==> config.mk <==
export PLATFORM = sky130hd
export DESIGN_NAME = pipe_mem_arbiter_flat
export DESIGN_NICKNAME = d
export VERILOG_FILES = /design/src/rtl/pipe_mem_arbiter_if.sv /design/src/rtl/pipe_mem_arbiter.sv /design/src/flat_wrapper.sv
export SDC_FILE = /design/constraint.sdc
export NUM_CORES = 1
export LEC_CHECK = 0
export BUFFER_PORTS_ARGS = -buffer_cell sky130_fd_sc_hd__buf_2
export CORE_MARGIN = 2
export CORE_UTILIZATION = 41
export CTS_CLUSTER_SIZE = 40
export DETAILED_ROUTE_END_ITERATION = 6
export PLACE_DENSITY = 0.79
export SYNTH_ARGS = -nofsm -noshare
export SYNTH_HDL_FRONTEND = slang
export SYNTH_SLANG_ARGS = --single-unit
==> constraint.sdc <==
create_clock -name clock -period 2.1 [get_ports clock]
set_input_delay 0.21 -clock clock [delete_from_list [all_inputs] [get_ports clock]]
set_output_delay 0.21 -clock clock [all_outputs]
set_load 0.02 [all_outputs]
==> src/rtl/pipe_mem_arbiter_if.sv <==
// pipe_mem_arbiter_if: IF/MEM request buses plus the unified memory port
// slave  : arbiter side (takes requests, drives done/rdata/stalls and the memory port)
// master : pipeline + memory model side
interface pipe_mem_arbiter_if;
  logic        i_req;
  logic [31:0] i_addr;
  logic        i_done;
  logic [31:0] i_rdata;
  logic        d_req;
  logic        d_we;
  logic [31:0] d_addr;
  logic [31:0] d_wdata;
  logic        d_done;
  logic [31:0] d_rdata;
  logic        stall_if;
  logic        stall_mem;
  logic        mem_en;
  logic        mem_we;
  logic [31:0] mem_addr;
  logic [31:0] mem_wdata;
  logic [31:0] mem_rdata;
  modport slave (
    input  i_req, i_addr, d_req, d_we, d_addr, d_wdata, mem_rdata,
    output i_done, i_rdata, d_done, d_rdata, stall_if, stall_mem,
           mem_en, mem_we, mem_addr, mem_wdata
  );
  modport master (
    output i_req, i_addr, d_req, d_we, d_addr, d_wdata, mem_rdata,
    input  i_done, i_rdata, d_done, d_rdata, stall_if, stall_mem,
           mem_en, mem_we, mem_addr, mem_wdata
  );
endinterface

==> src/rtl/pipe_mem_arbiter.sv <==
// pipe_mem_arbiter: shares one memory port between IF fetch and MEM lw/sw with fixed-latency accesses
// clock, reset : rising-edge clock, synchronous active-high reset
// bus.i_*      : fetch request / one-cycle done / registered instruction
// bus.d_*      : load-store request / one-cycle done / registered load data
// bus.stall_*  : combinational freeze levels while a request is outstanding
// bus.mem_*    : memory port, held stable for all LAT busy cycles
module pipe_mem_arbiter #(
  parameter int LAT = 2
) (
  input logic clock,
  input logic reset,
  pipe_mem_arbiter_if.slave bus
);
  typedef enum logic [1:0] {IDLE, BUSY, DONE} state_t;
  state_t state_q, state_d;
  logic owner_q, owner_d, last_q, last_d, we_q, we_d, pick_d;
  logic [3:0] cnt_q, cnt_d;
  logic [31:0] addr_q, addr_d, wdata_q, wdata_d, i_rdata_q, i_rdata_d, d_rdata_q, d_rdata_d;
  // alternating priority on a tie: D wins when the last access belonged to I
  assign pick_d = bus.d_req & (~bus.i_req | ~last_q);
  always_ff @(posedge clock) begin
    if (reset) begin
      state_q   <= IDLE;
      owner_q   <= 1'b0;
      last_q    <= 1'b0;
      we_q      <= 1'b0;
      cnt_q     <= '0;
      addr_q    <= '0;
      wdata_q   <= '0;
      i_rdata_q <= '0;
      d_rdata_q <= '0;
    end else begin
      state_q   <= state_d;
      owner_q   <= owner_d;
      last_q    <= last_d;
      we_q      <= we_d;
      cnt_q     <= cnt_d;
      addr_q    <= addr_d;
      wdata_q   <= wdata_d;
      i_rdata_q <= i_rdata_d;
      d_rdata_q <= d_rdata_d;
    end
  end
  always_comb begin
    state_d   = state_q;
    owner_d   = owner_q;
    last_d    = last_q;
    we_d      = we_q;
    cnt_d     = cnt_q;
    addr_d    = addr_q;
    wdata_d   = wdata_q;
    i_rdata_d = i_rdata_q;
    d_rdata_d = d_rdata_q;
    if (state_q == IDLE && (bus.i_req | bus.d_req)) begin
      state_d = BUSY;
      owner_d = pick_d;
      cnt_d   = 4'(LAT - 1);
      addr_d  = pick_d ? bus.d_addr : bus.i_addr;
      we_d    = pick_d & bus.d_we;
      wdata_d = pick_d ? bus.d_wdata : 32'h0;
    end else if (state_q == BUSY && cnt_q != 4'd0) begin
      cnt_d = cnt_q - 4'd1;
    end else if (state_q == BUSY) begin
      state_d   = DONE;
      last_d    = owner_q;
      i_rdata_d = (~we_q & ~owner_q) ? bus.mem_rdata : i_rdata_q;
      d_rdata_d = (~we_q & owner_q) ? bus.mem_rdata : d_rdata_q;
    end else if (state_q == DONE) begin
      state_d = IDLE;
    end
  end
  always_comb begin
    bus.mem_en    = state_q == BUSY;
    bus.mem_we    = (state_q == BUSY) & we_q;
    bus.mem_addr  = addr_q;
    bus.mem_wdata = wdata_q;
    bus.i_done    = (state_q == DONE) & ~owner_q;
    bus.d_done    = (state_q == DONE) & owner_q;
    bus.i_rdata   = i_rdata_q;
    bus.d_rdata   = d_rdata_q;
    bus.stall_if  = bus.i_req & ~((state_q == DONE) & ~owner_q);
    bus.stall_mem = bus.d_req & ~((state_q == DONE) & owner_q);
  end
endmodule

==> src/flat_wrapper.sv <==
// flat-port wrapper written by rule: the top's interface ports become plain ports
module pipe_mem_arbiter_flat 
#(
  parameter int LAT = 2
)
  (clock, reset, bus_i_req, bus_i_addr, bus_d_req, bus_d_we, bus_d_addr, bus_d_wdata, bus_mem_rdata, bus_i_done, bus_i_rdata, bus_d_done, bus_d_rdata, bus_stall_if, bus_stall_mem, bus_mem_en, bus_mem_we, bus_mem_addr, bus_mem_wdata);
  pipe_mem_arbiter_if bus_i ();
  input logic clock;
  input logic reset;
  input wire logic [$bits(bus_i.i_req)-1:0] bus_i_req;
  input wire logic [$bits(bus_i.i_addr)-1:0] bus_i_addr;
  input wire logic [$bits(bus_i.d_req)-1:0] bus_d_req;
  input wire logic [$bits(bus_i.d_we)-1:0] bus_d_we;
  input wire logic [$bits(bus_i.d_addr)-1:0] bus_d_addr;
  input wire logic [$bits(bus_i.d_wdata)-1:0] bus_d_wdata;
  input wire logic [$bits(bus_i.mem_rdata)-1:0] bus_mem_rdata;
  output wire logic [$bits(bus_i.i_done)-1:0] bus_i_done;
  output wire logic [$bits(bus_i.i_rdata)-1:0] bus_i_rdata;
  output wire logic [$bits(bus_i.d_done)-1:0] bus_d_done;
  output wire logic [$bits(bus_i.d_rdata)-1:0] bus_d_rdata;
  output wire logic [$bits(bus_i.stall_if)-1:0] bus_stall_if;
  output wire logic [$bits(bus_i.stall_mem)-1:0] bus_stall_mem;
  output wire logic [$bits(bus_i.mem_en)-1:0] bus_mem_en;
  output wire logic [$bits(bus_i.mem_we)-1:0] bus_mem_we;
  output wire logic [$bits(bus_i.mem_addr)-1:0] bus_mem_addr;
  output wire logic [$bits(bus_i.mem_wdata)-1:0] bus_mem_wdata;
  assign bus_i.i_req = bus_i_req;
  assign bus_i.i_addr = bus_i_addr;
  assign bus_i.d_req = bus_d_req;
  assign bus_i.d_we = bus_d_we;
  assign bus_i.d_addr = bus_d_addr;
  assign bus_i.d_wdata = bus_d_wdata;
  assign bus_i.mem_rdata = bus_mem_rdata;
  assign bus_i_done = bus_i.i_done;
  assign bus_i_rdata = bus_i.i_rdata;
  assign bus_d_done = bus_i.d_done;
  assign bus_d_rdata = bus_i.d_rdata;
  assign bus_stall_if = bus_i.stall_if;
  assign bus_stall_mem = bus_i.stall_mem;
  assign bus_mem_en = bus_i.mem_en;
  assign bus_mem_we = bus_i.mem_we;
  assign bus_mem_addr = bus_i.mem_addr;
  assign bus_mem_wdata = bus_i.mem_wdata;
  pipe_mem_arbiter #(.LAT(LAT)) u_core (.clock(clock), .reset(reset), .bus(bus_i));
endmodule
==> summary.md, run 1 <==
| Metric | Value |
|---|---|
| Antenna-violating nets left | `0` |
| Io pins | `267` |
| Crit end category | `flop` |
| Post-synthesis async set-or-reset flop share | `0` |
| Clk slew on worst S/H paths | `60 ps` |
| Die area | `0.0143 sq mm` |
| Layout cell share with drive strength beyond 1 | `0.379` |
| PD cells | `958 mW/mm^2` |
| Flops & latches, synth | `137` |
| CP Class | `flop to flop` |
| Post-synth EDFFs | `0` |
| Routed len/inst | `15.6 um` |
| # diodes | `0` |
| WHS Endpoint | `u_core.bus.mem_wdata[24]$_SDFFE_PP0P_` |
| Number of antenna violations at the first check in global routing | `0` |
| Crit start category | `flop` |
| Multi-input gate area | `0.00245 sq mm` |
| CTS tree | `built` |
| First-pass GRT wire length | `25.3 mm` |
| Drt via density | `5.10` |
| Endpoints failing setup | `0` |
| Fin. Hold Viols | `0` |
| Fmax | `0.538 GHz` |
| Slew Limit Headroom | `0.661` |
| Worst Hold Class | `input pin to flop` |
| Core area | `0.0131 sq mm` |
| Row Count | `42` |
| Post-Synth Adder-Cell Area | `0.0114` |
| Mapped Area | `0.00547 sq mm` |
| Min Tclk post-route | `1860 ps` |
| Unrepaired setup endpoints after global routing | `no` |
| Worst reg-to-reg path cell count | `6` |
| Initial DRC count | `273` |
| Final Power | `7.45 mW` |
| Die Wd | `119 um` |
| Post-synth top area cell | `dfxtp_1` |
| Worst Tran Pin Value | `509 ps` |
| DRT Pass-1 Iters | `4` |
| Outcome | `complete, no violations` |
| Post-Synthesis Cells | `567` |
| Yosys cell types | `37` |
| Post-Synth Simple-Gate Area | `0.109` |
| Area growth, synth to finish | `42.2%` |
| Max cap viols | `0` |
| Largest net degree at the start of global routing | `58` |
| # H-tree levels | `4` |
| Most frequent cell after synthesis | `dfxtp_1` |
| Worst slack at placement | `242 ps` |
| Clock tree buffer depth | `2` |
| Reg area | `0.00274 sq mm` |
| Top_reg_cell synth | `dfxtp_1` |
| CTS Root Cell | `clkbuf_16` |
| Hold path start | `bus_d_wdata[24]` |
| Total vias in the final route | `5240` |
| Fill cells | `1143` |
| Final nets | `977` |
| CTS Buf Count | `17` |
| Yosys warns | `0` |
| Die height | `119 um` |
| Top cells by area, synth | `dfxtp_1 50%, mux2i_1 12%, a21oi_1 6.1%, a22o_1 5.3%, o31ai_1 4.5%` |
| TNS Setup | `0 ps` |
| Reg2reg start | `u_core.cnt_q[0]$_SDFFE_PP0P_` |
| Leak | `3.77 nW` |
| Post-synth top area share | `0.502` |
| Arr. time, crit path | `2150 ps` |
| Initial Utilization | `0.416` |
| Detail Placement HPWL | `10.8 mm` |
| Worst skew pair latency | `410 ps` |
| R2R Setup Slk | `240 ps` |
| Worst-path fanout max | `32` |
| Remaining Overflow, GRT | `0` |
| XOR/XNOR share of the synthesized area | `0.00160` |
| Drt drc | `0` |
| Routed Wire Length | `16.0 mm` |
| Number of global-route vias before repair | `5008` |
| IO buf count | `266` |
| Syn_nets | `705` |
| Post-route clock skew | `7.51 ps` |
| Fraction of synthesized area in multiplexers | `0.119` |
| Avg Cell Area, Syn | `9.64 sq um` |
| GPL Wtd Cong | `0.850` |
| Max Transition Viols Final | `0` |
| Largest family of logic cells by synthesized area | `compound AO/OA/AOI/OAI gates` |
| Sequential fraction of the synthesis area | `0.502` |
| Worst reg2reg path endpoint | `u_core.bus.d_rdata[25]$_SDFFE_PP0P_` |
| Worst Hold Depth | `2` |
| Slack of the critical path | `242 ps` |
| Period utilization | `0.885` |
| CTS Sinks | `137` |
| Dpl cells | `971` |
| Maximum vdd ir drop | `0.550 mV` |
| GR Util All Layers | `0.221` |
| Required @ worst endpoint | `2390 ps` |
| Top post-synthesis cells by count | `137 x dfxtp_1, 67 x a21oi_1, 65 x mux2i_1, 65 x nand2_1` |
| Compound-gate portion of the synthesized area | `0.201` |
| Final non-filler cell total | `1028` |
==> critical path, stage by stage, from the launching register on <==
cell	delay, ps
dfxtp_1	320
inv_1	80
ha_1	180
or3b_1	470
buf_4	290
o31ai_1	310
a21oi_1	90
==> how the worst max path moves through the flow <==
stage	startpoint	end	slack, ps	cells past startpoint
final	u_core.cnt_q[0]$_SDFFE_PP0P_	u_core.bus.d_rdata[25]$_SDFFE_PP0P_	240	6
after detailed placement	u_core.cnt_q[0]$_SDFFE_PP0P_	u_core.bus.d_rdata[25]$_SDFFE_PP0P_	240	6
after CTS	u_core.cnt_q[0]$_SDFFE_PP0P_	u_core.bus.d_rdata[25]$_SDFFE_PP0P_	250	6
after global placement	u_core.cnt_q[0]$_SDFFE_PP0P_	u_core.bus.d_rdata[8]$_SDFFE_PP0P_	340	6
after global routing	u_core.cnt_q[0]$_SDFFE_PP0P_	u_core.bus.d_rdata[3]$_SDFFE_PP0P_	90	6
after floorplan	u_core.cnt_q[0]$_SDFFE_PP0P_	u_core.bus.d_rdata[10]$_SDFFE_PP0P_	510	7
==> placed cells by master (no fill, tap or decap), types with 2 or more instances in the layout <==
master	n
a21oi_1	67
clkinvlp_4	4
clkinv_2	5
and2_1	2
mux2i_1	65
o21ai_0	33
dlygate4sd3_1	25
a22o_1	33
buf_4	18
a31oi_1	2
nand3_1	4
buf_2	266
clkbuf_16	17
inv_1	5
nor2_1	2
nand4_1	34
dfxtp_1	137
o31ai_1	33
clkbuf_8	2
bufinv_16	2
nor2b_1	3
buf_12	2
ha_1	5
nand2_1	65
==> kinds of logic (layout without fill, tap and decap cells) <==
group / after synthesis / count (layout)
fa+ha+maj: 5 / 5
simple gates: 120 / 120
xor+xnor: 1 / 1
compound gates: 175 / 175
buf+inv: 64 / 349
flops: 137 / 137
mux: 65 / 65
==> through the flow <==
step	util	hold WS, ps	cell area [sq um]
after floorplan	-	336	5470
after global placement	0.528	419	6940
after detailed placement	0.528	421	6940
after CTS	0.592	0.585	7770
after global routing	0.592	2.00	7770
final	0.592	13.7	7770
==> timing repair <==
item                      4_1_cts  5_1_grt
hold buffers                   25        0
hold endpoints to repair       25        0
resized for setup               0        0
buffers inserted                0        0
==> layout make-up <==
type                       count  share of cell area
inverter                       6             0.00290
tap                          176              0.0283
clock inverter                12              0.0159
clock buffer                  20              0.0587
timing repair buffer         311               0.226
sequential                   137               0.353
multi-input combinational    366               0.315
==> flip-flops by register name, summed over array words and instances (netlist names) <==
signal and cells:
u_core.bus.mem_addr 32, u_core.bus.mem_wdata 32, u_core.state_q 2, u_core.bus.d_rdata 32, u_core.cnt_q 4, u_core.owner_q 1
u_core.bus.i_rdata 32, u_core.we_q 1, u_core.last_q 1
==> power by group <==
part / switching (mW) / total [mW] / internal [mW]
combinational: 1.00 / 1.58 / 0.573
sequential: 0.119 / 2.94 / 2.83
clock: 1.12 / 2.92 / 1.80
total: 2.25 / 7.45 / 5.20
==> layer usage <==
metal / routed length, um / GRT usage / up-vias
li1: - / - / 2618
met1: 6840 / 0.269 / 2387
met2: 7730 / 0.371 / 208
met3: 1140 / 0.0670 / 27
met4: 289 / 0.0801 / 0
met5: 0 / 0 / -
Power figures use the tool's default switching activity.
==> run 2: changes to the inputs <==
==> constraint.sdc (replaced) <==
create_clock -name clock -period 2.41 [get_ports clock]
set_input_delay 0.241 -clock clock [delete_from_list [all_inputs] [get_ports clock]]
set_output_delay 0.241 -clock clock [all_outputs]
set_load 0.02 [all_outputs]
==> run 2 against run 1 <==
  * Sequential share of layout area up 1.2 points
  * Register-to-register slack better by 270 ps
  * Global-route usage down 0.89 points
  * Design area down 3.3%
  * Hold slack better by 20 ps
  * Count of clock-buffer cells in the layout up 4
  * Clock skew down 1.3 ps
  * Die area unchanged
  * Critical endpoint is now u_core.bus.d_rdata[7]$_SDFFE_PP0P_
  * Largest cell class unchanged
  * Highest routed layer unchanged
==> summary.md, run 2 (synthesis gave the netlist of run 1 again) <==
| Metric | Value |
|---|---|
| Total vias in the final route | `5185 (-1.0%)` |
| # H-tree levels | `4 (unchanged)` |
| Leak | `3.66 nW (-2.8%)` |
| Final core utilization | `0.572 (-0.0195)` |
| Met2 Use GR | `0.365 (-0.00607)` |
| Dpl cells | `968 (-0.31%)` |
| Grt met3 use | `0.0632 (-0.00383)` |
| Detail Placement HPWL | `11.1 mm (+2.1%)` |
| Grt met1 use | `0.255 (-0.0137)` |
| Fmax | `0.527 GHz (-2.0%)` |
| Global route hottest layer | `met2` |
| Period utilization | `0.787 (-0.0978)` |
| Hold_ws | `33.9 ps (+20.3 ps)` |
| Worst reg-to-reg path cell count | `6 (unchanged)` |
| Post-CTS Hold Buffers | `0 (-100%)` |
| CP max stage delay | `470 ps (about the same)` |
| WP buf/inv | `2 (unchanged)` |
| Largest net degree at the start of global routing | `59 (+1.7%)` |
| GPL Wtd Cong | `0.784 (-7.8%)` |
| CTS Sinks | `137 (unchanged)` |
| Post-route clock skew | `6.25 ps (-1.26 ps)` |
| Row Count | `42 (unchanged)` |
| R2R Setup Slk | `510 ps (+270 ps)` |
| Commonest cells after routing, fill and taps aside | `266 x buf_2, 137 x dfxtp_1, 67 x a21oi_1` |
| CTS Root Cell | `clkbuf_16` |
| Arr. time, crit path | `2180 ps (+30 ps)` |
| Core area | `0.0131 sq mm (unchanged)` |
| Fill cells | `1218 (+6.6%)` |
| Slew Limit Headroom | `0.575 (-0.0862)` |
| First-pass GRT wire length | `24.2 mm (-4.2%)` |
| TNS Setup | `0 ps (unchanged)` |
| Endpoints failing setup | `0 (unchanged)` |
| Initial Utilization | `0.416 (unchanged)` |
| Final Power | `6.44 mW (-13%)` |
| Outcome | `complete, no violations` |
| CP delay by family, top | `simple AND/OR/NAND/NOR gates` |
| Remaining Overflow, GRT | `0 (unchanged)` |
| Area growth, synth to finish | `37.5%` |
| Final non-filler cell total | `1000 (-2.7%)` |
| Max cap viols | `0 (unchanged)` |
| Number of antenna violations at the first check in global routing | `0 (unchanged)` |
| Slack of the critical path | `513 ps (+271 ps)` |
| Clk slew on worst S/H paths | `60 ps (about the same)` |
| Final nets | `949 (-2.9%)` |
| Die area | `0.0143 sq mm (unchanged)` |
| Worst skew pair latency | `410 ps (about the same)` |
| # diodes | `0 (unchanged)` |
| Layout cell share with drive strength beyond 1 | `0.386 (+0.00681)` |
| Worst slack at placement | `551 ps (+309 ps)` |
| Max Transition Viols Final | `0 (unchanged)` |
| Die Wd | `119 um (unchanged)` |
| GR Util All Layers | `0.213 (-0.00888)` |
| Crit start category | `flop` |
| Drt drc | `0 (unchanged)` |
| Crit end category | `flop` |
| Worst Tran Pin Value | `636 ps (+127 ps)` |
| Critical path's slowest cell | `or3b_1` |
| Unrepaired setup endpoints after global routing | `no` |
| Number of global-route vias before repair | `4867 (-2.8%)` |
| CTS tree | `built` |
| Die height | `119 um (unchanged)` |
| IO buf count | `266 (unchanged)` |
| Io pins | `267 (unchanged)` |
| CP Class | `flop to flop` |
| Worst Hold Class | `input pin to flop` |
| DRT Pass-1 Iters | `4 (unchanged)` |
| Drt via density | `5.19 (+1.7%)` |
| Antenna-violating nets left | `0 (unchanged)` |
| Maximum vdd ir drop | `0.451 mV (-18%)` |
| Initial DRC count | `345 (+26%)` |
| CTS Buf Count | `17 (unchanged)` |
| Area of placed instances | `0.00693 sq mm (-0.14%)` |
| Post-route cell area | `0.00752 sq mm (-3.3%)` |
| Clock tree buffer depth | `2 (unchanged)` |
| Commonest non-fill, non-tap cell in the layout | `buf_2` |
| Levels on crit path | `6 (unchanged)` |
| Fin. Hold Viols | `0 (unchanged)` |
| Worst Hold Depth | `2 (unchanged)` |
| Worst path cell trace | `inv_1 -> ha_1 -> or3b_1 -> buf_4 -> o31ai_1 -> a21oi_1` |
| PD cells | `857 mW/mm^2 (-11%)` |
| Routed Wire Length | `15.5 mm (-2.9%)` |
| Post-CTS sizing | `0 (unchanged)` |
| # Post-CTS Setup Buffers | `0 (unchanged)` |
| Required @ worst endpoint | `2700 ps (+310 ps)` |
| Routed len/inst | `15.5 um (-0.22%)` |
| Worst-path fanout max | `32 (unchanged)` |
| Min Tclk post-route | `1900 ps (+38.6 ps)` |
[run 2: layer usage]
| metal | vias up | wire length [um] |
|---|---|---|
| met5 | - | 0 |
| met4 | 0 | 171 |
| met3 | 16 | 1110 |
| met2 | 206 | 7690 |
| met1 | 2399 | 6550 |
| li1 | 2564 | - |
[run 2: final timing paths]
check,end,startpoint
max,u_core.bus.d_rdata[7]$_SDFFE_PP0P_,u_core.cnt_q[0]$_SDFFE_PP0P_
min,u_core.bus.mem_wdata[18]$_SDFFE_PP0P_,bus_d_wdata[18]
max reg2reg,u_core.bus.d_rdata[7]$_SDFFE_PP0P_,u_core.cnt_q[0]$_SDFFE_PP0P_
min reg2reg,u_core.bus.i_rdata[11]$_SDFFE_PP0P_,u_core.bus.i_rdata[11]$_SDFFE_PP0P_
[run 2: final cells by class]
cell class | instances | area [sq um] | share of cell area
Timing Repair Buffer | 283 | 1500 | 0.199
Tap cell | 176 | 220 | 0.0293
Inverter | 6 | 22.5 | 0.00300
Clock inverter | 8 | 92.6 | 0.0123
Sequential cell | 137 | 2740 | 0.365
Multi-Input combinational cell | 366 | 2450 | 0.326
Clock buffer | 24 | 492 | 0.0654
[run 2: power by group]
group / total, mW / internal, mW / switching [mW] / leakage, nW
sequential: 2.56 / 2.46 / 0.102 / 1.12
combinational: 1.33 / 0.462 / 0.870 / 2.25
clock: 2.55 / 1.62 / 0.922 / 0.290
total: 6.44 / 4.55 / 1.89 / 3.66
==> run 3: changes to the inputs <==
--- a/config.mk
+++ b/config.mk
@@ -10,7 +10,7 @@
 export CORE_UTILIZATION = 41
 export CTS_CLUSTER_SIZE = 40
 export DETAILED_ROUTE_END_ITERATION = 6
-export PLACE_DENSITY = 0.79
+export PLACE_DENSITY = 0.81
 export SYNTH_ARGS = -nofsm -noshare
 export SYNTH_HDL_FRONTEND = slang
 export SYNTH_SLANG_ARGS = --single-unit
==> constraint.sdc (replaced) <==
create_clock -name clock -period 1.6 [get_ports clock]
set_input_delay 0.16 -clock clock [delete_from_list [all_inputs] [get_ports clock]]
set_output_delay 0.16 -clock clock [all_outputs]
set_load 0.02 [all_outputs]
==> run 3 against run 2 <==
  * The flow now finishes with violations (negative setup slack)
  * Largest cell class is now multi-input gates
  * Utilization rose by 8.4 points
  * Die area is the same
  * Routed wire length increased by 16%
  * Largest power group unchanged
  * Sequential cell count unchanged
==> summary.md, run 3 (synthesis gave the netlist of run 1 again) <==
| Metric | Value |
|---|---|
| Clk slew on worst S/H paths | `50 ps (about the same)` |
| Commonest non-fill, non-tap cell in the layout | `buf_2` |
| Antenna-violating nets left | `0 (unchanged)` |
| DRT Pass-1 Iters | `7 (+3)` |
| Endpoints failing setup | `12 (+12)` |
| CP delay by family, top | `simple AND/OR/NAND/NOR gates` |
| Fill cells | `985 (-19%)` |
| Die Wd | `119 um (unchanged)` |
| Crit start category | `flop` |
| Layout cell share with drive strength beyond 1 | `0.418 (+0.0322)` |
| Final non-filler cell total | `1068 (+6.8%)` |
| GR Util All Layers | `0.234 (+0.0219)` |
| Net Switching | `3.22 mW (+70%)` |
| TNS Setup | `-428 ps (-428 ps)` |
| Dpl cells | `974 (+0.62%)` |
| Clock tree buffer depth | `2 (unchanged)` |
| Worst Hold Class | `input pin to flop` |
| First-pass GRT wire length | `26.9 mm (+11%)` |
| Commonest cells after routing, fill and taps aside | `265 x buf_2, 135 x dfxtp_1, 67 x a21oi_1` |
| Detail Placement HPWL | `10.6 mm (-4.0%)` |
| Remaining Overflow, GRT | `0 (unchanged)` |
| Required @ worst endpoint | `1880 ps (-820 ps)` |
| Critical path's slowest cell | `or3b_4` |
| WP buf/inv | `2 (unchanged)` |
| Die height | `119 um (unchanged)` |
| Routed len/inst | `16.8 um (+8.4%)` |
| Worst Tran Pin Value | `360 ps (-275 ps)` |
| Final nets | `1017 (+7.2%)` |
| CTS Root Cell | `clkbuf_16` |
| IO buf count | `266 (unchanged)` |
| Area growth, synth to finish | `57.7%` |
| Failing checks | `negative setup slack` |
| Maximum vdd ir drop | `0.652 mV (+45%)` |
| Initial Utilization | `0.416 (unchanged)` |
| Total vias in the final route | `5750 (+11%)` |
| CTS Sinks | `137 (unchanged)` |
| CP max stage delay | `440 ps (-30 ps)` |
| Fin. Hold Viols | `0 (unchanged)` |
| Outcome | `finished, violations left` |
| Largest net degree at the start of global routing | `72 (+22%)` |
| Slack of the critical path | `-89.3 ps (-602 ps)` |
| Fmax | `0.592 GHz (+12%)` |
| CP Class | `flop to flop` |
| GPL Wtd Cong | `0.770 (-1.7%)` |
| Number of antenna violations at the first check in global routing | `0 (unchanged)` |
| # diodes | `0 (unchanged)` |
| Min Tclk post-route | `1690 ps (-208 ps)` |
| Slew Limit Headroom | `0.760 (+0.185)` |
| CTS Buf Count | `17 (unchanged)` |
| Combinational fraction of design power | `0.261 (+0.054)` |
| Max cap viols | `0 (unchanged)` |
| Arr. time, crit path | `1970 ps (-210 ps)` |
| Worst path cell trace | `inv_2 -> ha_4 -> or3b_4 -> clkbuf_16 -> o31ai_4 -> a21oi_1` |
| Io pins | `267 (unchanged)` |
| Drt via density | `5.38 (+3.8%)` |
| Period utilization | `1.06 (+0.269)` |
| Flop pwr share | `0.384 (-0.014)` |
| Row Count | `42 (unchanged)` |
| Core area | `0.0131 sq mm (unchanged)` |
| Worst-path fanout max | `8 (-75%)` |
| Number of global-route vias before repair | `5551 (+14%)` |
| Post-route clock skew | `9.80 ps (+3.55 ps)` |
| Leak | `4.01 nW (+9.5%)` |
| Power Internal | `6.86 mW (+51%)` |
| Max Transition Viols Final | `0 (unchanged)` |
| Worst slack at placement | `-60.8 ps (-612 ps)` |
| Drt drc | `0 (unchanged)` |
| Crit end category | `flop` |
| Routed Wire Length | `18.0 mm (+16%)` |
| Sw frac | `0.319 (+0.0251)` |
| # H-tree levels | `4 (unchanged)` |
| Die area | `0.0143 sq mm (unchanged)` |
| Clock power frac | `0.355 (-0.040)` |
| PD cells | `1170 mW/mm^2 (+36%)` |
| Unrepaired setup endpoints after global routing | `yes` |
| Worst skew pair latency | `420 ps (about the same)` |
| Initial DRC count | `447 (+30%)` |
| CTS tree | `built` |
run 3: repair_timing:
action,CTS,global route
resized for setup,11,58
buffers inserted,2,1
endpoints found under the setup margin,47,41
hold buffers,56,0
hold endpoints to repair,58,0
pin swaps,0,35
cloned,0,3
run 3: area by class of cell:
class	count	area [sq um]	area share
tap	176	220	0.0255
multi-input combinational	366	2790	0.324
clock buffer	19	433	0.0502
timing repair buffer	351	2300	0.267
clock inverter	13	105	0.0122
sequential	137	2750	0.318
inverter	6	22.5	0.00261
run 3: power groups by stage:
stage	combinational, mW	clock, mW	sequential, mW
final	2.63	3.58	3.87
after global routing	2.79	3.80	3.91
after CTS	2.29	3.63	3.86
after detailed placement	2.14	0	3.92
after global placement	2.12	0	3.92
after floorplan	0.973	0	4.25
run 3: routing by layer:
| layer | GRT usage | routed length [um] | up-vias |
|---|---|---|---|
| met4 | 0.104 | 468 | 0 |
| met2 | 0.421 | 9290 | 303 |
| met5 | 0 | 0 | - |
| li1 | - | - | 2692 |
| met1 | 0.260 | 6930 | 2715 |
| met3 | 0.0594 | 1290 | 40 |
run 3: worst register-to-register path, stage by stage, from the launching register on:
cell and delay (ps):
dfxtp_2 330, inv_2 60, ha_4 130, or3b_4 440, clkbuf_16 220, o31ai_4 250
a21oi_1 120
run 3: through the flow:
step	area [sq um]	hold WS, ps	power, mW	utilization
6_report	8620	16.6	10.1	0.656
5_1_grt	8620	12.5	10.5	0.656
4_1_cts	8230	2.17	9.78	0.626
3_5_place_dp	7070	374	6.06	0.538
3_3_place_gp	7070	369	6.03	0.538
2_1_floorplan	5470	286	5.23	-
run 3: final timing paths:
| check | start | slack (ps) | depth (start not counted) | endpoint |
|---|---|---|---|---|
| worst min register to register | u_core.bus.i_rdata[31]$_SDFFE_PP0P_ | 450 | 2 | u_core.bus.i_rdata[31]$_SDFFE_PP0P_ |
| worst max-delay path | u_core.cnt_q[1]$_SDFFE_PP0P_ | -90 | 6 | u_core.bus.d_rdata[29]$_SDFFE_PP0P_ |
| worst max register to register | u_core.cnt_q[1]$_SDFFE_PP0P_ | -90 | 6 | u_core.bus.d_rdata[29]$_SDFFE_PP0P_ |
| worst min-delay path | bus_mem_rdata[26] | 20 | 3 | u_core.bus.i_rdata[26]$_SDFFE_PP0P_ |
